### config.mk
export PLATFORM = sky130hd
export DESIGN_NAME = argmax_classifier
export DESIGN_NICKNAME = d
export VERILOG_FILES = /design/src/rtl/argmax_classifier_pkg.sv /design/src/rtl/argmax_classifier_compare_cell.sv /design/src/rtl/argmax_classifier.sv
export SDC_FILE = /design/constraint.sdc
export NUM_CORES = 1
export LEC_CHECK = 0
export BUFFER_PORTS_ARGS = -buffer_cell sky130_fd_sc_hd__buf_2
export CORE_MARGIN = 2
export CORE_UTILIZATION = 32
export CTS_CLUSTER_DIAMETER = 150
export DETAILED_ROUTE_END_ITERATION = 10
export GPL_ROUTABILITY_DRIVEN = 0
export PLACE_DENSITY = 0.64
export SYNTH_ARGS = -nofsm -noshare
export SYNTH_HDL_FRONTEND = slang
export SYNTH_SLANG_ARGS = --single-unit
### constraint.sdc
create_clock -name clk -period 3.2 [get_ports clk]
set_input_delay 0.32 -clock clk [delete_from_list [all_inputs] [get_ports clk]]
set_output_delay 0.32 -clock clk [all_outputs]
set_load 0.03 [all_outputs]
### src/rtl/argmax_classifier_pkg.sv
// Shared definitions for the argmax classifier stage: build switch,
// FSM state encoding and the network's default layer dimensions.
package pa_argmax_classifier;

  // 1 = classifier logic present, 0 = empty shell with outputs tied low
  localparam bit INCLUDE_ARGMAX_CLASSIFIER = 1'b1;

  // Output-layer dimensions shared with the network top
  localparam int DATA_WIDTH  = 8;
  localparam int NS_IN_LAYER = 10;

  typedef enum logic [1:0] {
    IDLE = 2'd0,
    SCAN = 2'd1,
    DONE = 2'd2
  } state_t;

endpackage : pa_argmax_classifier

### src/rtl/argmax_classifier_compare_cell.sv
// One step of the running argmax: compares a candidate activation against the
// current best and produces the updated best value/index and tie flag.
module argmax_compare_cell #(
  parameter int DataWidth = 8,
  parameter int IdxWidth  = 4
) (
  input  logic [DataWidth-1:0] cand_val,
  input  logic [IdxWidth-1:0]  cand_idx,
  input  logic [DataWidth-1:0] best_val,
  input  logic [IdxWidth-1:0]  best_idx,
  input  logic                 best_tie,
  output logic [DataWidth-1:0] new_val,
  output logic [IdxWidth-1:0]  new_idx,
  output logic                 new_tie
);

  // Strictly greater replaces the best and clears the tie; equal keeps the
  // lower (earlier) index and only flags the tie.
  always_comb begin
    new_val = best_val;
    new_idx = best_idx;
    new_tie = best_tie;
    if (cand_val > best_val) begin
      new_val = cand_val;
      new_idx = cand_idx;
      new_tie = 1'b0;
    end else if (cand_val == best_val) begin
      new_tie = 1'b1;
    end
  end

endmodule : argmax_compare_cell

### src/rtl/argmax_classifier.sv
// Argmax over the output-layer activations: snapshots the vector on start,
// scans one neuron per cycle and publishes index/value/tie with a done pulse.
module argmax_classifier #(
  parameter bit INCLUDE_ARGMAX_CLASSIFIER = pa_argmax_classifier::INCLUDE_ARGMAX_CLASSIFIER,
  parameter int dataWidth = pa_argmax_classifier::DATA_WIDTH,
  parameter int NsInLayer = pa_argmax_classifier::NS_IN_LAYER,
  parameter int IdxWidth  = (NsInLayer > 1) ? $clog2(NsInLayer) : 1
) (
  input  logic                                clk,
  input  logic                                rst,
  input  logic                                start,
  input  logic [NsInLayer-1:0][dataWidth-1:0] inputActivation,
  output logic                                busy,
  output logic                                done,
  output logic [IdxWidth-1:0]                 classIdx,
  output logic [dataWidth-1:0]                maxValue,
  output logic                                tie
);

  import pa_argmax_classifier::*;

  if (INCLUDE_ARGMAX_CLASSIFIER) begin : g_core

    state_t                              state_q, state_d;
    logic [NsInLayer-1:0][dataWidth-1:0] snap_q, snap_d;
    logic [dataWidth-1:0]                best_val_q, best_val_d;
    logic [IdxWidth-1:0]                 best_idx_q, best_idx_d;
    logic                                tie_w_q, tie_w_d;
    logic [IdxWidth-1:0]                 cnt_q, cnt_d;
    logic [IdxWidth-1:0]                 class_idx_q, class_idx_d;
    logic [dataWidth-1:0]                max_value_q, max_value_d;
    logic                                tie_q, tie_d;

    logic [dataWidth-1:0]                cmp_val;
    logic [IdxWidth-1:0]                 cmp_idx;
    logic                                cmp_tie;

    argmax_compare_cell #(
      .DataWidth (dataWidth),
      .IdxWidth  (IdxWidth)
    ) u_cmp (
      .cand_val (snap_q[cnt_q]),
      .cand_idx (cnt_q),
      .best_val (best_val_q),
      .best_idx (best_idx_q),
      .best_tie (tie_w_q),
      .new_val  (cmp_val),
      .new_idx  (cmp_idx),
      .new_tie  (cmp_tie)
    );

    // Next-state and datapath: capture in IDLE/DONE, one compare per SCAN cycle,
    // results published on the edge that enters DONE.
    always_comb begin
      state_d     = state_q;
      snap_d      = snap_q;
      best_val_d  = best_val_q;
      best_idx_d  = best_idx_q;
      tie_w_d     = tie_w_q;
      cnt_d       = cnt_q;
      class_idx_d = class_idx_q;
      max_value_d = max_value_q;
      tie_d       = tie_q;
      case (state_q)
        IDLE, DONE: begin
          if (start) begin
            snap_d     = inputActivation;
            best_val_d = inputActivation[0];
            best_idx_d = '0;
            tie_w_d    = 1'b0;
            cnt_d      = IdxWidth'(1);
            if (NsInLayer == 1) begin
              // Single neuron: the snapshot is already the answer
              state_d     = DONE;
              class_idx_d = '0;
              max_value_d = inputActivation[0];
              tie_d       = 1'b0;
            end else begin
              state_d = SCAN;
            end
          end else if (state_q == DONE) begin
            state_d = IDLE;
          end
        end
        SCAN: begin
          best_val_d = cmp_val;
          best_idx_d = cmp_idx;
          tie_w_d    = cmp_tie;
          cnt_d      = cnt_q + IdxWidth'(1);
          if (cnt_q == IdxWidth'(NsInLayer - 1)) begin
            // Last neuron: publish the compare result directly so the
            // outputs reflect this final step too
            state_d     = DONE;
            class_idx_d = cmp_idx;
            max_value_d = cmp_val;
            tie_d       = cmp_tie;
          end
        end
        default: state_d = IDLE;
      endcase
    end

    // State and datapath registers; reset clears everything and aborts a scan
    always_ff @(posedge clk or negedge rst) begin
      if (!rst) begin
        state_q     <= IDLE;
        snap_q      <= '0;
        best_val_q  <= '0;
        best_idx_q  <= '0;
        tie_w_q     <= 1'b0;
        cnt_q       <= '0;
        class_idx_q <= '0;
        max_value_q <= '0;
        tie_q       <= 1'b0;
      end else begin
        state_q     <= state_d;
        snap_q      <= snap_d;
        best_val_q  <= best_val_d;
        best_idx_q  <= best_idx_d;
        tie_w_q     <= tie_w_d;
        cnt_q       <= cnt_d;
        class_idx_q <= class_idx_d;
        max_value_q <= max_value_d;
        tie_q       <= tie_d;
      end
    end

    assign busy     = (state_q == SCAN);
    assign done     = (state_q == DONE);
    assign classIdx = class_idx_q;
    assign maxValue = max_value_q;
    assign tie      = tie_q;

  end else begin : g_shell

    assign busy     = 1'b0;
    assign done     = 1'b0;
    assign classIdx = '0;
    assign maxValue = '0;
    assign tie      = 1'b0;

  end

endmodule : argmax_classifier
# [After elaboration in Yosys (flattened, before gate mapping)]
# Cells that the tools add are included.
[classes] n_addsub=1 order_cmp=2 n_eq_ne=7 mux=18 n_reduce_logical=7
[op_table] cell="$bmux 8 s4" n=1
[op_table] cell="$mux 8" n=3
[op_table] cell="$pmux 4 s2" n=2
[op_table] cell="$pmux 8 s2" n=1
[op_table] cell="$mux 4" n=3
[op_table] cell="$eq 8x8->1" n=1
[op_table] cell="$gt 8x8->1" n=1
[op_table] cell="$reduce_and 2->1" n=4
[op_table] cell="$mux 2" n=3
[op_table] cell="$lt 4x5->1 const B" n=1
[op_table] cell="$add 4x1->4 const B" n=1
[op_table] cell="$eq 4x4->1 const B" n=1
[op_table] cell="$pmux 2 s2" n=1
[op_table] cell="$mux 1" n=3
[op_table] cell="$ne 3x3->1 const B" n=1
[op_table] cell="$eq 2x1->1 const B" n=1
[op_table] cell="$eq 2x2->1 const B" n=1
[op_table] cell="$logic_not 2->1" n=1
[op_table] cell="$ne 2x1->1 const B" n=1
[op_table] cell="$ne 2x2->1 const B" n=1
[op_table] cell="$pmux 1 s2" n=1
[op_table] cell="$reduce_bool 2->1" n=1
[op_table] cell="$reduce_or 2->1" n=1
[word_totals] reg_bits=112 in_bits=83 out_inout_bits=15

# [Logic depth before layout (Yosys ltp)]
# Gate-level depths: netlist (run 1).
[logic_depth] depth_word=6 mapped_depth=14

# [Cells and area by module]
# A second synthesis (run 1) with hierarchy kept.
[unflattened] cells_unflattened=525 hier_area_um2=5325.1
[by_module_without_submodules] module="argmax_classifier" instances=1 cells_each=482 area_each_um2=4909.7 seq_area_each_um2=2802.7
[by_module_without_submodules] module="argmax_compare_cell" instances=1 cells_each=43 area_each_um2=415.4 seq_area_each_um2=0.0

# [Worst setup path before layout (run 1)]
# Ideal clock, no wire load.
[synth_timing] kind="flip-flop to flip-flop" start="register g_core.cnt_q[0]" end="register g_core.best_val_q[1]" arrival_ps=2903 setup_slack_ps=171 path_stages_with_launch=15 n_path_buf=6 synth_period_minus_slack_ps=3029 path_cell_list="dfrtp_1 buf_6 buf_6 buf_6 buf_2 mux2i_1 o32ai_2 ha_1 and4_1 and3_1 buf_4 nor3_2 o31ai_2 buf_2 a221o_1"
[synth_via] elab_chain_len=5
[synth_lines] element="from (decl)" line="argmax_classifier.sv:29" text="logic [IdxWidth-1:0] cnt_q, cnt_d;"
[synth_lines] element="from (signal assigned)" line="argmax_classifier.sv:121" text="cnt_q <= cnt_d;"
[synth_lines] element="$bmux 8 s4 *" line="argmax_classifier.sv:42" text=".cand_val (snap_q[cnt_q]),"
[synth_lines] element="$mux 8 (not written as such) *" line="argmax_classifier.sv:42"
[synth_lines] element="$gt 8x8->1" line="argmax_classifier_compare_cell.sv:23" text="if (cand_val > best_val) begin"
[synth_lines] element="$mux 8 *" line="argmax_classifier_compare_cell.sv:23"
[synth_lines] element="$pmux 8 s2 *" line="argmax_classifier.sv:64" text="case (state_q)"
[synth_lines] element="to (signal assigned)" line="argmax_classifier.sv:118" text="best_val_q <= best_val_d;"
[synth_lines] element="to (decl)" line="argmax_classifier.sv:26" text="logic [dataWidth-1:0] best_val_q, best_val_d;"
# Every way passes the cells marked *; elsewhere a longest branch is shown, timed or not. The select of a mux whose other input is x is not followed.
# A chain may end at the register's enable or synchronous reset.

# [Worst setup path after layout (run 1)]
[layout_timing] start="register g_core.cnt_q[0]" end="register g_core.max_value_q[1], in the netlist maxValue[1]"
[layout_via] elab_chain_len=4 word_cells_on_any_way=6
[layout_lines] element="$bmux 8 s4" line="argmax_classifier.sv:42"
[layout_lines] element="$mux 8 (not written as such)" line="argmax_classifier.sv:42"
[layout_lines] element="$gt 8x8->1" line="argmax_classifier_compare_cell.sv:23"
[layout_lines] element="$mux 8" line="argmax_classifier_compare_cell.sv:23"
[layout_lines] element="to (signal assigned)" line="argmax_classifier.sv:123" text="max_value_q <= max_value_d;"
[layout_lines] element="to (decl)" line="argmax_classifier.sv:31" text="logic [dataWidth-1:0] max_value_q, max_value_d;"
# Parallel ways exist; a longest one is shown, timed or not. The select of a mux whose other input is x is not followed.

==> results of run 1 <==
==> layer usage <==
metal	part of all wire (%)	routed length (um)	track usage, %	up-vias
li1	-	-	-	2089
met1	47	6560	24.0	2023
met4	1.5	208	4.72	0
met2	46	6520	25.0	98
met5	0	0	0	-
met3	5.6	784	3.52	14
==> cells in the final DEF (no fill, tap or decap), drive strengths merged, types with 9 or more instances in the layout <==
master  Yosys  layout
dfrtp     112     112
buf        12     136
ha         10      10
o22ai      10      10
a21o       10      10
nand2     234     234
nand4       9       9
clkbuf     20      11
inv        14      14
nor2b      10      10
==> kinds of logic after synthesis <==
group	share of synthesized area (%)
fa+ha+maj	2.36
mux	6.62
simple gates	22.2
flops	53.0
compound gates	11.9
buf+inv	4.02
==> sequential cells by signal, summed over array words and instances (netlist names), 2 cells and up <==
name	count
g_core.best_idx_q	4
g_core.cnt_q	4
maxValue	8
g_core.best_val_q	8
g_core.snap_q	80
classIdx	4
g_core.state_q	2
==> worst register-to-register path: stages, from the launching register on <==
cell and delay (ps):
dfrtp_2 450, buf_12 140, mux4_2 500, o22ai_2 170, o32ai_2 110, ha_1 340, and3_4 210, a221oi_4 300
o21a_2 200, buf_4 130, nor2_1 50, buf_6 150, o311ai_4 250
==> per-stage QoR <==
step           setup WS, ps  std cells  area [um2]  hold slack (ps)  utilization, %
6_report               92.8        888        6750            -11.9            41.3
5_1_grt               -36.2        888        6750             28.4            41.3
4_1_cts                18.4        883        6570             7.05            40.2
3_5_place_dp           -333        866        6190              387            37.9
3_3_place_gp           -317        866        6190              384            37.9
2_1_floorplan           171        548        5290             24.4               -
==> cell type report <==
class / instances / area [um2] / share of cell area [%]
Sequential cell: 112 / 2800 / 41.6
Clock buffer: 11 / 253 / 3.75
Multi-Input combinational cell: 390 / 2440 / 36.1
Clock inverter: 5 / 78.8 / 1.17
Timing Repair Buffer: 136 / 847 / 12.6
Inverter: 14 / 52.6 / 0.779
Tap cell: 220 / 275 / 4.08
==> path summary, 6_finish.rpt <==
kind                                                     from                            end  slack, ps
worst min-delay path                                      rst  g_core.state_q[0]$_DFFE_PN0P_        -10
worst max register to register    g_core.cnt_q[0]$_DFFE_PN0P_        maxValue[1]$_DFFE_PN0P_         90
max in group asynchronous                                 rst    g_core.cnt_q[2]$_DFFE_PN0P_       2490
min in group clk                          inputActivation[76]  g_core.snap_q[76]$_DFFE_PN0P_        150
worst min register to register  g_core.snap_q[50]$_DFFE_PN0P_  g_core.snap_q[50]$_DFFE_PN0P_        470
worst max-delay path              g_core.cnt_q[0]$_DFFE_PN0P_        maxValue[1]$_DFFE_PN0P_         90
==> power by group through the flow <==
stage / Clock [uW] / Sequential, uW / Combinational [uW]
6_report: 1240 / 2530 / 4550
5_1_grt: 1320 / 2610 / 4990
4_1_cts: 1260 / 2550 / 4070
3_5_place_dp: 0 / 2570 / 3920
3_3_place_gp: 0 / 2570 / 3860
2_1_floorplan: 0 / 2500 / 2630
==> what timing repair did <==
| item | in CTS | in global routing |
|---|---|---|
| pin swaps | 0 | 6 |
| endpoints found under the setup margin | 19 | 21 |
| buffers inserted | 1 | 5 |
| gates resized for setup | 3 | 20 |
==> run summary, run 1 <==
Status - complete, but fails checks
Failing checks - negative hold slack
Layout cells sized above 1 - 30.1%
Worst hold margin - -11.9 ps
Seq pwr share - 30.5%
Post-synth top cells - 234 x nand2_1, 112 x dfrtp_1, 20 x clkbuf_1, 13 x inv_1
Critical path type - flop to flop
Final min period - 3110 ps
Least-Margin Pin Slew - 651 ps
Final Hold Vio Count - 10
Initial antenna violation count - 0
CTS clk-pin slew, worst paths - 70 ps
Fin crit share - 97.1%
Sw Ratio - 40.8%
Flops & latches, synth - 112
Total vias in the final route - 4224
Yosys top cell area share - 53.0%
Largest net degree at the start of global routing - 59
Worst-path maximum fanout - 10
Internal - 4920 uW
IO Pins - 98
Worst path arrival time - 3360 ps
Syn Inst Count - 548
Total CTS buffers - 9
Final Max Slew Viols - 0
Synth area leader - dfrtp_1
Fill cells - 1676
Synthesized Nets - 641
Mapped Area - 5290 um2
Detailed placer's ending HPWL - 10.6 mm
Main synth FF type - dfrtp_1
Die Ht - 133 um
WP buf/inv - 3
Row count - 47
CP Capture Type - flop
WP data required - 3460 ps
Max stage delay on crit path - 500 ps
Post-synthesis async set-or-reset flop share - 100%
1st-iter DRT viols - 214
Clock power share - 14.9%
Vias/cell - 4.76
Core Area - 16300 um2
PortBufs - 97
Crit start category - flop
Slowest CP cell - mux4_2
CP cell instances - buf_12 -> mux4_2 -> o22ai_2 -> o32ai_2 -> ha_1 -> and3_4 -> a221oi_4 -> o21a_2 -> buf_4 -> nor2_1 -> buf_6 -> o311ai_4
Antenna diodes - 0
Power per cell area - 1230 nW/um2
Max-slew headroom - 56.6%
TritonCTS clock tree - yes
Cts hold-fix bufs - 0
Peak supply drop - 0.607 mV
Worst path depth - 12
Leakage Power - 0.00345 uW
Post-synth EDFFs - 0
Root buffer cell - clkbuf_16
Initial DRT Pass Iterations - 4
Worst reg-to-reg path cell count - 12
Most instantiated library cell after synthesis - nand2_1
Setup TNS - 0 ps
Fmax - 322 MHz
Area Growth Syn to Fin - 27.5%
Psw - 3400 uW
Total track usage - 16.5%
Clock sink count - 112
Die area - 17600 um2
Overall routed net length - 14.1 mm
Clock Latency Late Sink - 350 ps
Final setup violation count - 0
H-tree Lvls - 3
Synth cell types - 43
Combinational Power Share - 54.6%
Nets - 756
Post-DRT Antenna Nets - 0
Syn Area/Cell - 9.66 um2
Initial Utilization - 32.4%
Tot Pwr - 8320 uW
Vias in the first global route - 4230
Post-synthesis sequential area ratio - 53.0%
# DRC - 0
Drt wl/cell - 15.8 um
Area contributors post-synth - dfrtp_1 53%, nand2_1 17%, mux4_2 3.4%
Global-route wire length before repair - 22.9 mm
Total of warnings raised by yosys - 0
Max-cap violation count - 0
Maximum buffer depth of the clock tree - 2
HP Class - primary input to async pin
Die W - 133 um
Top Family by Delay on Critical Path - compound AO/OA/AOI/OAI gates
Total gr overflow - 0
Worst Skew - 5.19 ps
No activity file was read; power rests on OpenSTA's default activity.
==> inputs of run 2 (changes only) <==
Settings changed: REMOVE_ABC_BUFFERS set to 1.
==> run summary, run 2 (synthesis results as in run 1) <==
Status - complete, but fails checks
Failing checks - negative setup slack
CTS clk-pin slew, worst paths - 70 ps (about the same)
Clock sink count - 112 (unchanged)
Least-Margin Pin Slew - 835 ps (+184 ps)
Max stage delay on crit path - 500 ps (about the same)
Tot Pwr - 8560 uW (+2.9%)
Pre-CTS setup slack - -520 ps (-187 ps)
1st-iter DRT viols - 212 (-0.93%)
PortBufs - 97 (unchanged)
RSZ-0062 raised after global routing - yes
Peak supply drop - 0.602 mV (-0.69%)
Row count - 47 (unchanged)
TritonCTS clock tree - yes
WP data required - 3440 ps (-20 ps)
Final min period - 3240 ps (+128 ps)
Critical path type - flop to flop
Leakage Power - 0.00347 uW (+0.48%)
Worst setup slack after layout - -35.5 ps (-128 ps)
Power per cell area - 1260 nW/um2 (+2.2%)
Overall routed net length - 13.7 mm (-2.5%)
Antenna diodes - 0 (unchanged)
# DRC - 0 (unchanged)
Most frequent cells in the layout - 234 x nand2_1, 111 x dfrtp_1, 96 x buf_2
Layout cells sized above 1 - 31.0% (+0.90 points)
Initial antenna violation count - 0 (unchanged)
Drt wl/cell - 15.2 um (-4.2%)
Fmax - 309 MHz (-4.0%)
Placement-stage cell area - 6250 um2 (+0.89%)
Initial DRT Pass Iterations - 4 (unchanged)
CP cell instances - buf_12 -> mux4_2 -> o22ai_2 -> o32ai_2 -> ha_1 -> and3_4 -> a221oi_4 -> o21a_2 -> buf_6 -> nor3_4 -> clkbuf_16 -> a221o_1
Nets - 773 (+2.2%)
IO Pins - 98 (unchanged)
Setup TNS - -183 ps (-183 ps)
H-tree Lvls - 3 (unchanged)
Die area - 17600 um2 (unchanged)
Slowest CP cell - mux4_2
Largest Register - g_core.snap_q
Placed instance count - 875 (+1.0%)
Initial Utilization - 32.4% (unchanged)
Core Area - 16300 um2 (unchanged)
Max-cap violation count - 0 (unchanged)
Seq pwr share - 29.0% (-1.5 points)
Total vias in the final route - 4291 (+1.6%)
Final setup violation count - 8 (+8)
Vias in the first global route - 4346 (+2.7%)
Maximum buffer depth of the clock tree - 2 (unchanged)
Post-route cell area - 6790 um2 (+0.63%)
Total CTS buffers - 9 (unchanged)
Post-DRT Antenna Nets - 0 (unchanged)
HP Class - primary input to async pin
Worst-path maximum fanout - 7 (-3)
Area Growth Syn to Fin - 28.3%
Fin crit share - 101% (+4.0 points)
Die W - 133 um (unchanged)
Total gr overflow - 0 (unchanged)
Root buffer cell - clkbuf_16
Final Hold Vio Count - 0 (-10)
Vias/cell - 4.75 (-0.21%)
Internal - 5100 uW (+3.5%)
Max-slew headroom - 44.3% (-12 points)
Max reg flops - 80 (unchanged)
Clock power share - 11.9% (-3.0 points)
Most common cell after layout, fill and taps aside - nand2_1
Sw Ratio - 40.5% (-0.33 points)
Die Ht - 133 um (unchanged)
CP Capture Type - flop
Global-route wire length before repair - 22.2 mm (-2.8%)
Worst Skew - 7.49 ps (+2.31 ps)
Final Max Slew Viols - 0 (unchanged)
Crit start category - flop
Detailed placer's ending HPWL - 9.73 mm (-8.1%)
Final std cells w/o fill - 904 (+1.8%)
Combinational Power Share - 59.0% (+4.4 points)
Psw - 3470 uW (+2.0%)
Worst path arrival time - 3470 ps (+110 ps)
Clock Latency Late Sink - 350 ps (about the same)
Largest net degree at the start of global routing - 84 (+42%)
Total track usage - 15.9% (-0.59 points)
## run 2: critical path, delay by kind of cell, from the launching register on
family                   cells  cell delay, ps
AO/OA/AOI/OAI                5            1110
multiplexers                 1             500
flip-flops                   1             480
AND/OR/NAND/NOR              2             250
adder cells (fa/ha/maj)      1             320
buffers and inverters        3             430
## run 2: layout make-up
cell class / count / area [um2]
Inverter: 14 / 52.6
Clock buffer: 14 / 254
Timing Repair Buffer: 152 / 980
Fill cell: 1659 / 9560
Tap cell: 220 / 275
Clock inverter: 1 / 5.00
Sequential cell: 112 / 2810
Multi-Input combinational cell: 391 / 2420
## run 2: final timing paths
check                                               from                          endpoint  slack [ps]  cells after the start
max reg2reg                  g_core.cnt_q[0]$_DFFE_PN0P_  g_core.best_val_q[6]$_DFFE_PN0P_         -40                     12
max in group asynchronous                            rst     g_core.snap_q[38]$_DFFE_PN0P_        2440                      2
min reg2reg                g_core.snap_q[10]$_DFFE_PN0P_     g_core.snap_q[10]$_DFFE_PN0P_         470                      2
min in group clk                     inputActivation[69]     g_core.snap_q[69]$_DFFE_PN0P_         160                      3
min                                                  rst     g_core.snap_q[40]$_DFFE_PN0P_           2                      1
max                          g_core.cnt_q[0]$_DFFE_PN0P_  g_core.best_val_q[6]$_DFFE_PN0P_         -40                     12
## run 2: per-stage QoR
step,hold WS [ps],utilization [%]
6_report,2.21,41.5
5_1_grt,58.1,41.5
3_3_place_gp,411,38.2
3_5_place_dp,401,38.2
4_1_cts,26.8,40.5
2_1_floorplan,24.4,-
## run 2: metal layers
metal | share of wire [%] | GRT usage (%) | vias to the layer above
met2 | 47 | 25.2 | 114
met5 | 0 | 0 | -
met1 | 46 | 22.3 | 2042
met3 | 5.3 | 3.75 | 14
met4 | 1.4 | 3.88 | 0
li1 | - | - | 2121
## run 2: power groups by stage
stage               sequential, uW  combinational (uW)  clock [uW]
detailed placement            2530                3980           0
global placement              2540                3880           0
floorplan                     2610                2400           0
CTS                           2490                4400        1060
finish                        2490                5060        1020
global route                  2570                5500        1090
## run 2: repair_timing
action	4_1_cts	5_1_grt
hold buffers	0	0
endpoints found under the hold margin	0	0
setup buffers	7	5
setup endpoints to repair	22	22
gates cloned	0	2
resized for setup	11	13
pin swaps	5	4
